File: config.mk
export PLATFORM = sky130hd
export DESIGN_NAME = pool_port_arbiter_2
export DESIGN_NICKNAME = d
export VERILOG_FILES = /design/src/rtl/pool_arb_pkg.sv /design/src/rtl/port_mux_reg.sv /design/src/rtl/pool_port_arbiter_2.sv
export SDC_FILE = /design/constraint.sdc
export NUM_CORES = 1
export LEC_CHECK = 0
export BUFFER_PORTS_ARGS = -buffer_cell sky130_fd_sc_hd__buf_2
export CAP_MARGIN = 20
export CORE_MARGIN = 1.5
export CORE_UTILIZATION = 45
export DETAILED_ROUTE_END_ITERATION = 7
export GPL_TIMING_DRIVEN = 0
export HOLD_SLACK_MARGIN = 0.02
export PLACE_DENSITY = 0.77
export SKIP_LAST_GASP = 1
export SLEW_MARGIN = 10
export SYNTH_ARGS = -nofsm -noshare
export SYNTH_HDL_FRONTEND = slang
export SYNTH_SLANG_ARGS = --single-unit
File: constraint.sdc
create_clock -name clock -period 3.55 [get_ports clock]
set_clock_uncertainty 0.2 [all_clocks]
set_input_delay 0.5325 -clock clock [delete_from_list [all_inputs] [get_ports clock]]
set_output_delay 0.5325 -clock clock [all_outputs]
set_load 0.01 [all_outputs]
File: src/rtl/pool_arb_pkg.sv
// Shared types and constants for the layer-2 pool memory port arbiter.
package pool_arb_pkg;

  typedef enum logic [1:0] {
    W_OWN = 2'd0,
    DRAIN = 2'd1,
    R_OWN = 2'd2,
    REL   = 2'd3
  } arb_state_e;

  // Per-port mux selection; SEL_IDLE holds the address and zeroes the strobes.
  typedef enum logic [1:0] {
    SEL_IDLE = 2'd0,
    SEL_WR   = 2'd1,
    SEL_RD   = 2'd2
  } port_sel_e;

  localparam int unsigned DEFAULT_DRAIN_CYCLES = 2;
  localparam int unsigned DRAIN_CNT_WIDTH      = 4;

endpackage

File: src/rtl/port_mux_reg.sv
// Registered 2:1 mux for one pool memory port set (address, rden, wren),
// with conflict detection for strobes arriving from the side that lacks ownership.
module port_mux_reg
  import pool_arb_pkg::*;
#(
  parameter int unsigned ADDR_WIDTH = 10
) (
  input  logic                  clock,
  input  logic                  reset,
  input  port_sel_e             sel_i,
  input  logic                  wr_ok_i,
  input  logic                  rd_ok_i,
  input  logic [ADDR_WIDTH-1:0] wr_address_i,
  input  logic                  wr_rden_i,
  input  logic                  wr_wren_i,
  input  logic [ADDR_WIDTH-1:0] rd_address_i,
  input  logic                  rd_rden_i,
  output logic [ADDR_WIDTH-1:0] mem_address_o,
  output logic                  mem_rden_o,
  output logic                  mem_wren_o,
  output logic                  wr_conflict_o,
  output logic                  rd_conflict_o
);

  logic [ADDR_WIDTH-1:0] address_q, address_d;
  logic                  rden_q, rden_d;
  logic                  wren_q, wren_d;

  // NOTE: every always_comb output gets a default first so no path infers a latch.
  always_comb begin
    address_d = address_q;
    rden_d    = 1'b0;
    wren_d    = 1'b0;
    unique case (sel_i)
      SEL_WR: begin
        address_d = wr_address_i;
        rden_d    = wr_rden_i;
        wren_d    = wr_wren_i;
      end
      SEL_RD: begin
        address_d = rd_address_i;
        rden_d    = rd_rden_i;
      end
      default: ;
    endcase
  end

  assign wr_conflict_o = (wr_rden_i | wr_wren_i) & ~wr_ok_i;
  assign rd_conflict_o = rd_rden_i & ~rd_ok_i;

  // NOTE: sequential state uses non-blocking assignments so all registers update together.
  always_ff @(posedge clock) begin
    if (reset) begin
      address_q <= '0;
      rden_q    <= 1'b0;
      wren_q    <= 1'b0;
    end else begin
      address_q <= address_d;
      rden_q    <= rden_d;
      wren_q    <= wren_d;
    end
  end

  assign mem_address_o = address_q;
  assign mem_rden_o    = rden_q;
  assign mem_wren_o    = wren_q;

endmodule

File: src/rtl/pool_port_arbiter_2.sv
// Hands the layer-2 pool memory ports between the layer-2 writer and the
// layer-3 reader: write, drain late writes, grant to reader, release.
module pool_port_arbiter_2
  import pool_arb_pkg::*;
#(
  parameter int unsigned POOL_ADDR_WIDTH = 10,
  parameter int unsigned DRAIN_CYCLES    = DEFAULT_DRAIN_CYCLES, // 1..15
  parameter int unsigned FRAME_CNT_WIDTH = 8
) (
  input  logic                       clock,
  input  logic                       reset,
  input  logic                       pool_done,
  input  logic [POOL_ADDR_WIDTH-1:0] wr_address_a,
  input  logic [POOL_ADDR_WIDTH-1:0] wr_address_b,
  input  logic                       wr_rden_a,
  input  logic                       wr_rden_b,
  input  logic                       wr_wren_a,
  input  logic                       wr_wren_b,
  input  logic [POOL_ADDR_WIDTH-1:0] rd_address_a,
  input  logic [POOL_ADDR_WIDTH-1:0] rd_address_b,
  input  logic                       rd_rden_a,
  input  logic                       rd_rden_b,
  input  logic                       rd_done,
  output logic [POOL_ADDR_WIDTH-1:0] mem_address_a,
  output logic [POOL_ADDR_WIDTH-1:0] mem_address_b,
  output logic                       mem_rden_a,
  output logic                       mem_rden_b,
  output logic                       mem_wren_a,
  output logic                       mem_wren_b,
  output logic                       layer2_enable,
  output logic                       rd_start,
  output logic                       rd_owned,
  output logic [FRAME_CNT_WIDTH-1:0] frame_count,
  output logic                       err_wr_conflict,
  output logic                       err_rd_conflict
);

  localparam logic [DRAIN_CNT_WIDTH-1:0] DRAIN_LOAD = DRAIN_CNT_WIDTH'(DRAIN_CYCLES - 1);

  arb_state_e                 state_q, state_d;
  logic [DRAIN_CNT_WIDTH-1:0] drain_cnt_q, drain_cnt_d;
  logic                       pool_done_q;
  logic [FRAME_CNT_WIDTH-1:0] frame_count_q, frame_count_d;
  logic                       layer2_enable_q, layer2_enable_d;
  logic                       rd_start_q, rd_start_d;
  logic                       rd_owned_q, rd_owned_d;
  logic                       err_wr_q, err_wr_d;
  logic                       err_rd_q, err_rd_d;

  logic      pd_edge;
  logic      wr_ok, rd_ok;
  port_sel_e port_sel;
  logic      wr_conflict_a, wr_conflict_b, rd_conflict_a, rd_conflict_b;

  assign pd_edge = pool_done & ~pool_done_q;
  assign wr_ok   = (state_q == W_OWN) || (state_q == DRAIN);
  assign rd_ok   = (state_q == R_OWN);

  always_comb begin
    state_d     = state_q;
    drain_cnt_d = drain_cnt_q;
    unique case (state_q)
      W_OWN: if (pd_edge) begin
        state_d     = DRAIN;
        drain_cnt_d = DRAIN_LOAD;
      end
      DRAIN: if (drain_cnt_q == '0) state_d = R_OWN;
             else drain_cnt_d = drain_cnt_q - DRAIN_CNT_WIDTH'(1);
      R_OWN: if (rd_done) state_d = REL;
      REL:   state_d = W_OWN;
      default: state_d = W_OWN;
    endcase
  end

  // The rd_done cycle already steers to idle so the ports are quiet while in REL.
  always_comb begin
    port_sel = SEL_IDLE;
    if (wr_ok)                port_sel = SEL_WR;
    else if (rd_ok && !rd_done) port_sel = SEL_RD;
  end

  // layer2_enable lags the state by one cycle; REL pre-arms it for the return to W_OWN.
  always_comb begin
    layer2_enable_d = (state_q == W_OWN) || (state_q == REL);
    rd_start_d      = (state_q == DRAIN) && (drain_cnt_q == '0);
    rd_owned_d      = (state_d == R_OWN);
    frame_count_d   = (state_q == REL) ? frame_count_q + FRAME_CNT_WIDTH'(1) : frame_count_q;
    err_wr_d        = err_wr_q | wr_conflict_a | wr_conflict_b;
    err_rd_d        = err_rd_q | rd_conflict_a | rd_conflict_b;
  end

  always_ff @(posedge clock) begin
    if (reset) begin
      state_q         <= W_OWN;
      drain_cnt_q     <= '0;
      pool_done_q     <= 1'b0;
      frame_count_q   <= '0;
      layer2_enable_q <= 1'b0;
      rd_start_q      <= 1'b0;
      rd_owned_q      <= 1'b0;
      err_wr_q        <= 1'b0;
      err_rd_q        <= 1'b0;
    end else begin
      state_q         <= state_d;
      drain_cnt_q     <= drain_cnt_d;
      pool_done_q     <= pool_done;
      frame_count_q   <= frame_count_d;
      layer2_enable_q <= layer2_enable_d;
      rd_start_q      <= rd_start_d;
      rd_owned_q      <= rd_owned_d;
      err_wr_q        <= err_wr_d;
      err_rd_q        <= err_rd_d;
    end
  end

  port_mux_reg #(.ADDR_WIDTH(POOL_ADDR_WIDTH)) u_port_a (
    .clock         (clock),
    .reset         (reset),
    .sel_i         (port_sel),
    .wr_ok_i       (wr_ok),
    .rd_ok_i       (rd_ok),
    .wr_address_i  (wr_address_a),
    .wr_rden_i     (wr_rden_a),
    .wr_wren_i     (wr_wren_a),
    .rd_address_i  (rd_address_a),
    .rd_rden_i     (rd_rden_a),
    .mem_address_o (mem_address_a),
    .mem_rden_o    (mem_rden_a),
    .mem_wren_o    (mem_wren_a),
    .wr_conflict_o (wr_conflict_a),
    .rd_conflict_o (rd_conflict_a)
  );

  port_mux_reg #(.ADDR_WIDTH(POOL_ADDR_WIDTH)) u_port_b (
    .clock         (clock),
    .reset         (reset),
    .sel_i         (port_sel),
    .wr_ok_i       (wr_ok),
    .rd_ok_i       (rd_ok),
    .wr_address_i  (wr_address_b),
    .wr_rden_i     (wr_rden_b),
    .wr_wren_i     (wr_wren_b),
    .rd_address_i  (rd_address_b),
    .rd_rden_i     (rd_rden_b),
    .mem_address_o (mem_address_b),
    .mem_rden_o    (mem_rden_b),
    .mem_wren_o    (mem_wren_b),
    .wr_conflict_o (wr_conflict_b),
    .rd_conflict_o (rd_conflict_b)
  );

  assign layer2_enable   = layer2_enable_q;
  assign rd_start        = rd_start_q;
  assign rd_owned        = rd_owned_q;
  assign frame_count     = frame_count_q;
  assign err_wr_conflict = err_wr_q;
  assign err_rd_conflict = err_rd_q;

endmodule

# Word level (Yosys, flattened, before mapping)
# Index checks and enable logic that the tools add are counted.
# word_totals
regBits,44
inputBits,50
out_inout_bits,37
word_cells,64
# classes
n_addsub,2
n_eq_ne,8
muxes,13
bitwise,15
n_reduce_logical,11
# op_table
op,count
10-bit case mux with 2 select lines,2
2-bit two-way mux,5
"8-bit by 1-bit adder with 8-bit output, second input constant",1
"2-bit equality test, second input constant",4
4-bit two-way mux,2
2-bit case mux with 4 select lines,1
4-bit case mux with 2 select lines,1
1-bit bitwise OR,6
1-bit bitwise AND,5
"2-bit by 1-bit equality test with 1-bit output, second input constant",2
4-bit logical NOT,1
"2-bit != test, second input constant",2
1-bit inverter,4
1-bit case mux with 2 select lines,2
2-bit nonzero test,2
"4-bit by 1-bit subtractor with 4-bit output, second input constant",1
3-bit AND reduction,1
1-bit logical AND,2
2-bit logical NOT,1
1-bit logical OR,2
2-bit OR reduction,1
1-bit logical NOT,1

# Logic depth before layout (Yosys ltp)
# Gate-level depths: netlist of run 1.
# logic_depth
ltp_word,7
mapped_depth,7
depth_no_buf,6

# Modules after synthesis
# A second synthesis of run 1 with hierarchy kept.
# hier_totals
cells_unflattened,215
hier_area_um2,2074.5
# by_module_without_submodules
module,instances,cells_per_inst,area_per_inst_um2,seq_area_each_um2
port_mux_reg,2,57,566.8,240.2
pool_port_arbiter_2,1,101,940.9,400.4

# Least setup slack after synthesis of run 1
# OpenSTA, ideal clock, no wires.
# synth_timing
kind,flip-flop to flip-flop
from,register state_q[0]
to,register u_port_a.address_q[0] (netlist: u_port_a.mem_address_o[0])
setup_ps,138
t_arrival_ps,1658
required_ps,3212
path_slack_ps,1555
path_stages_with_launch,8
path_buffers,1
synth_period_minus_slack_ps,1995
cell_sequence,dfxtp_1 > inv_1 > ha_1 > or2_4 > nor3_4 > buf_8 > mux2i_1 > a211oi_1
# synth_between
elab_chain_len,6
elab_cells_between_ends,11
classes_between,4 x eq/ne; 3 x mux; 4 x reduce/logical
# synth_lines
element,line,source
from (decl),pool_port_arbiter_2.sv:40,"arb_state_e state_q, state_d;"
from (signal assigned),pool_port_arbiter_2.sv:104,state_q <= state_d;
2-bit equality test,pool_port_arbiter_2.sv:57,assign rd_ok = (state_q == R_OWN);
1-bit logical AND,pool_port_arbiter_2.sv:79,else if (rd_ok && !rd_done) port_sel = SEL_RD;
2-bit two-way mux,pool_port_arbiter_2.sv:79,
2-bit two-way mux *,pool_port_arbiter_2.sv:78,if (wr_ok) port_sel = SEL_WR;
2-bit equality test / 2-bit by 1-bit equality test with 1-bit output (equally long branches),port_mux_reg.sv:34,unique case (sel_i)
10-bit case mux with 2 select lines / 2-bit nonzero test (equally long branches),n/a,
to (signal assigned),port_mux_reg.sv:58,address_q <= address_d;
to (decl),port_mux_reg.sv:25,"logic [ADDR_WIDTH-1:0] address_q, address_d;"
# Every way passes the cells marked *; elsewhere a longest branch is shown, timed or not.
# A chain may end at the register's enable or synchronous reset.

# Worst setup path after layout of run 1
# Same ends and word-level chain as after synthesis.

==> qor.csv, run 1 <==
metric,value,unit
Achievable Freq,445,MHz
run status,completed,
fin crit share,63.4,%
full die area,4760,µm²
global-route wire length before repair,7.31,mm
routed vias/inst,5.00,
critical path type,reg2reg,
root buffer cell,clkbuf_8,
Mapped Cells,207,
DRT Pass-1 Iters,4,
fillers,347,
die height,69.0,µm
CTS tree,done,
CP Data Required Time,3.52,ns
antenna violations before repair,0,
number of setup buffers added after CTS,0,
Die Width,69.0,µm
Worst Path Arrival,2.22,ns
pre-CTS WS,1.30,ns
total CTS buffers,5,
Critical Path Sink Type,register,
Worst path depth,7,
Final Max Slew Viols,0,
Synth Area per Inst,9.47,µm²
post-route cell area,2570,µm²
fin crit period,2.25,ns
RR Startpoint,state_q[0],
LEAKAGE,1.16,nW
final worst slack,1.30,ns
total number of vias,1749,
RSZ-0062 raised after global routing,false,
Clock Latency Late Sink,0.30,ns
Post-synth EDFFs,0,
hold path depth,2,
Worst R2R End,u_port_a.mem_address_o[0],
# port buffers,85,
Final Hold Fails,0,
DRT iter0 DRCs,87,
Total Neg Setup Slack,0,ns
"Top FF cell, synth",dfxtp_1,
DP HPWL,3.24,mm
startpoint types,register,
Placer Congestion,0.883,
Worst-Margin Slew,0.453,ns
Synth async-reset ratio,0,%
Post-CTS Hold Buffers,0,
Crit path max-delay family,simple AND/OR/NAND/NOR gates,
CP startpoint,state_q[0],
P&R area growth vs syn,31.1,%
Max-Cap Viols,0,
Final Power,1.58,mW
row cnt,23,
setup violators final,0,
instance area at placement,2450,µm²
largest net degree at the start of global routing,15,
Max VDD drop,0.299,mV
Post-Syn Area,1960,µm²
crit path max-delay cell type,dfxtp_1,
GRT Util Overall,18.6,%
WL per Instance,12.1,µm
DRC,0,
highest cell delay on the worst timing path,0.42,ns
number of global-route vias before repair,1686,
Ys Warns,0,
final antenna-violating net count,0,
R2R cell count,7,
# clock sinks,44,
core area,4090,µm²
synth unique cells,36,
H-tree levels,2,
"flops & latches, synth",44,
aggregate global routing overflow,0,
layout cells sized above 1,33.3,%
Reg2Reg Setup Slack,1.30,ns
clk buf depth,2,
Slew Limit Headroom,69.8,%
CP bufs+invs,2,
# IOs,87,
WHS Endpoint,err_rd_conflict,
"CTS clk-pin slew, worst paths",0.08,ns
Nets,356,
hold_sp,err_rd_conflict,
Syn Nets,264,
CTS resizes,0,
"leading cell type in the layout, fill and taps excluded",buf_2,
Cell Pwr Density,614,nW/µm²
number of inserted diodes,0,
most frequent cells in the layout,"85 x buf_2, 44 x dfxtp_1, 40 x nor2_1",
Crit Path Max Fanout,10,
worst-path cell chain,inv_1 > ha_1 > or2_4 > nor3_4 > buf_8 > mux2i_1 > a211oi_1,
"Seq/Total Area, Yosys",44.9,%
routed wire length,4.23,mm
Initial Utilization,48.0,%
Hold Crit Class,reg2reg,
-- synthesized netlist by cell type (all sizes together) (4+ instances only) --
cell / instances / share of area (%)
mux2i: 22 / 11
nor2: 40 / 7.7
a211oi: 21 / 8.0
inv: 6 / 1.1
dfxtp: 44 / 45
ha: 7 / 4.5
clkbuf: 10 / 1.9
a21oi: 6 / 1.5
o21ai: 6 / 1.5
nor2b: 5 / 1.6
nor3: 4 / 1.6
xor2: 4 / 1.8
-- cells by family (layout without fill, tap and decap cells) --
group / after synthesis / after routing / synth area share, %
and+or+nand+nor: 72 / 72 / 18.9
DFF: 44 / 44 / 44.9
AOI/OAI and AO/OA: 39 / 39 / 13.7
muxes: 22 / 22 / 11.2
buffers and inverters: 18 / 111 / 4.59
adders and majority gates: 7 / 7 / 4.47
xor gates and xnor gates: 5 / 5 / 2.23
-- report_power, final --
part	internal (mW)	switching (mW)	leakage (nW)	total [mW]
sequential	0.592	0.0515	0.363	0.644
combinational	0.223	0.311	0.733	0.534
clock	0.230	0.170	0.0614	0.400
-- worst max path at each step --
| stage | endpoint |
|---|---|
| after global placement | u_port_a.mem_address_o[0] |
| after CTS | u_port_a.mem_address_o[0] |
| final | u_port_a.mem_address_o[0] |
| after detailed placement | u_port_a.mem_address_o[0] |
| after floorplan | u_port_a.mem_address_o[0] |
| after global routing | u_port_a.mem_address_o[0] |
-- stage by stage --
stage / hold WS [ns] / std cells / util, %
2_1_floorplan: 0.269 / 207 / -
3_3_place_gp: 0.253 / 342 / 59.9
3_5_place_dp: 0.261 / 342 / 59.9
4_1_cts: 0.277 / 350 / 62.9
5_1_grt: 0.299 / 350 / 62.9
6_report: 0.270 / 350 / 62.9
-- worst register-to-register path: cells and delay by family, from the launching register on --
family / cells / cell delay [ns]
AND/OR/NAND/NOR: 2 / 0.57
flip-flops: 1 / 0.42
multiplexers: 1 / 0.23
adder cells (fa/ha/maj): 1 / 0.30
AO/OA/AOI/OAI: 1 / 0.10
buffers and inverters: 2 / 0.31
-- final cells by class --
type                    instances  area [µm²]  share of cell area [%]
plain buffers                  12        67.6                    2.63
clock buffers                   6        82.6                    3.21
clock inverters                 2        38.8                    1.51
inverters                       6        22.5                   0.876
multi-input cells             145         990                    38.5
flip-flops and latches         44         881                    34.3
well taps                      50        62.6                    2.43
repair buffers                 85         425                    16.6
-- per-layer routing --
layer | global-route usage [%] | share of wire [%]
met1 | 21.1 | 45
met2 | 32.7 | 47
met3 | 4.82 | 6.1
met4 | 8.06 | 1.8
met5 | 0 | 0
-- sequential cells by signal (all words and copies together) (netlist names) --
| register | cells |
|---|---|
| err_wr_conflict | 1 |
| rd_start | 1 |
| err_rd_conflict | 1 |
| u_port_a.mem_address_o | 10 |
| layer2_enable | 1 |
| u_port_a.mem_wren_o | 1 |
| pool_done_q | 1 |
| u_port_b.mem_wren_o | 1 |
| rd_owned | 1 |
| state_q | 2 |
| frame_count | 8 |
| u_port_b.mem_address_o | 10 |
| drain_cnt_q | 4 |
| u_port_b.mem_rden_o | 1 |
| u_port_a.mem_rden_o | 1 |
(Power assumes the default switching activity.)
==> run 2: changes to the inputs <==
==> constraint.sdc (replaced) <==
create_clock -name clock -period 2.2 [get_ports clock]
set_clock_uncertainty 0.2 [all_clocks]
set_input_delay 0.33 -clock clock [delete_from_list [all_inputs] [get_ports clock]]
set_output_delay 0.33 -clock clock [all_outputs]
set_load 0.01 [all_outputs]
==> qor.csv, run 2 (same netlist as run 1, synthesis figures left out) <==
metric,value,unit
Post-CTS Hold Buffers,0,
core area,4090,µm²
critical path type,reg2reg,
"CTS clk-pin slew, worst paths",0.08,ns
# clock sinks,44,
routed vias/inst,5.00,
layout cells sized above 1,37.0,%
Initial Utilization,48.0,%
FF+latch area,885,µm²
highest cell delay on the worst timing path,0.40,ns
Reg2Reg Setup Slack,0.13,ns
Final Hold Fails,0,
Max-Cap Viols,0,
clk buf depth,2,
busiest grt layer,met2,
antenna violations before repair,0,
number of global-route vias before repair,1690,
GRT Util Overall,18.7,%
full die area,4760,µm²
Clock power frac,24.8,%
# IOs,87,
most frequent cells in the layout,"85 x buf_2, 43 x dfxtp_1, 39 x nor2_1",
GR Layer Usage met3,4.82,%
Sw Pwr,0.887,mW
Nets,359,
DRT Pass-1 Iters,4,
area of the multi-input gates,1030,µm²
startpoint types,register,
Die Width,69.0,µm
WL per Instance,12.6,µm
largest net degree at the start of global routing,15,
Achievable Freq,484,MHz
Hold Crit Class,in2reg,
Final Power,2.61,mW
Flop pwr share,40.2,%
DRC,0,
Internal,1.73,mW
total CTS buffers,5,
aggregate global routing overflow,0,
Comb power frac,35.1,%
number of inserted diodes,0,
hold path depth,2,
P&R area growth vs syn,35.3,%
Final Max Slew Viols,0,
hold_sp,pool_done,
worst-path cell chain,inv_2 > ha_4 > or2_4 > nor3_4 > buf_4 > buf_8 > mux2i_2 > a211oi_2,
crit path max-delay cell type,dfxtp_1,
Placer Congestion,0.883,
root buffer cell,clkbuf_8,
met2 Usage GRT,32.7,%
DRT iter0 DRCs,92,
fin crit share,94.0,%
Worst Path Arrival,2.04,ns
"leading cell type in the layout, fill and taps excluded",buf_2,
LEAKAGE,1.19,nW
Cell Pwr Density,985,nW/µm²
# port buffers,85,
CTS tree,done,
global-route wire length before repair,7.35,mm
RR Startpoint,state_q[1],
Worst-Margin Slew,0.490,ns
Critical Path Sink Type,register,
Max VDD drop,0.505,mV
Total Neg Setup Slack,0,ns
Crit Path Max Fanout,10,
die height,69.0,µm
WHS Endpoint,pool_done_q,
fillers,336,
row cnt,23,
fin crit period,2.07,ns
Sw Ratio,33.9,%
run status,completed,
Slew Limit Headroom,67.3,%
routed wire length,4.45,mm
H-tree levels,2,
final antenna-violating net count,0,
DP HPWL,3.24,mm
total number of vias,1765,
GR met1 Demand/Resource,21.3,%
R2R cell count,8,
Clock Latency Late Sink,0.30,ns
Worst R2R End,u_port_a.mem_address_o[0],
CP Data Required Time,2.17,ns
setup violators final,0,
[run 2: cell count changes in the layout (fill, tap and decap cells not counted), sizes merged]
cell  delta
buf      +3
[run 2: power by group through the flow]
stage,combinational (mW),sequential (mW),clock [mW]
after floorplan,0.502,1.12,0
after global placement,0.851,1.05,0
after detailed placement,0.868,1.05,0
after CTS,0.871,1.04,0.663
after global routing,1.03,1.07,0.688
final,0.917,1.05,0.647
[run 2: repair_timing]
item | CTS | global route
setup endpoints to repair | 11 | 20
pin swaps | 1 | 1
endpoints found under the hold margin | 0 | 0
gates resized for setup | 1 | 14
setup buffers | 1 | 1
cloned | 0 | 1
[run 2: per-stage QoR]
stage / area, µm² / instances / hold WS (ns) / util, % / setup slack [ns]
after floorplan: 1960 / 207 / 0.258 / - / 0.205
after global placement: 2450 / 342 / 0.253 / 59.9 / -0.000558
after detailed placement: 2450 / 342 / 0.261 / 59.9 / -0.0512
after CTS: 2580 / 351 / 0.0792 / 63.1 / 0.0131
after global routing: 2650 / 353 / 0.0954 / 64.9 / -0.00567
final: 2650 / 353 / 0.0874 / 64.9 / 0.132
[run 2: final cells by class]
type / count / area share [%]
buffer: 12 / 2.64
clock buffer: 6 / 3.11
clock inverter: 2 / 1.46
inverter: 6 / 0.849
multi-input combinational: 145 / 38.7
sequential: 44 / 33.3
tap: 50 / 2.36
timing repair buffer: 88 / 17.5
[run 2: worst max-delay path, delay by kind of cell (launching register included)]
| family | cells | cell delay (ns) |
|---|---|---|
| buf+inv | 3 | 0.42 |
| simple gates | 2 | 0.39 |
| compound gates | 1 | 0.09 |
| mux | 1 | 0.24 |
| flops | 1 | 0.40 |
| fa+ha+maj | 1 | 0.20 |
[run 2: metal layers]
metal	wire [µm]	vias to the layer above
li1	-	917
met1	1970	780
met4	81	0
met2	2120	61
met3	276	7
met5	0	-
[run 2: how the worst max path moves through the flow]
stage	startpoint	endpoint	cells past startpoint	slack (ns)
after floorplan	state_q[0]	u_port_a.mem_address_o[0]	7	0.20
after global placement	state_q[0]	u_port_a.mem_address_o[0]	7	-0.0006
after detailed placement	state_q[0]	u_port_a.mem_address_o[0]	7	-0.05
after CTS	state_q[1]	u_port_a.mem_address_o[0]	7	0.01
after global routing	state_q[0]	u_port_a.mem_address_o[2]	6	-0.006
final	state_q[1]	u_port_a.mem_address_o[0]	8	0.13
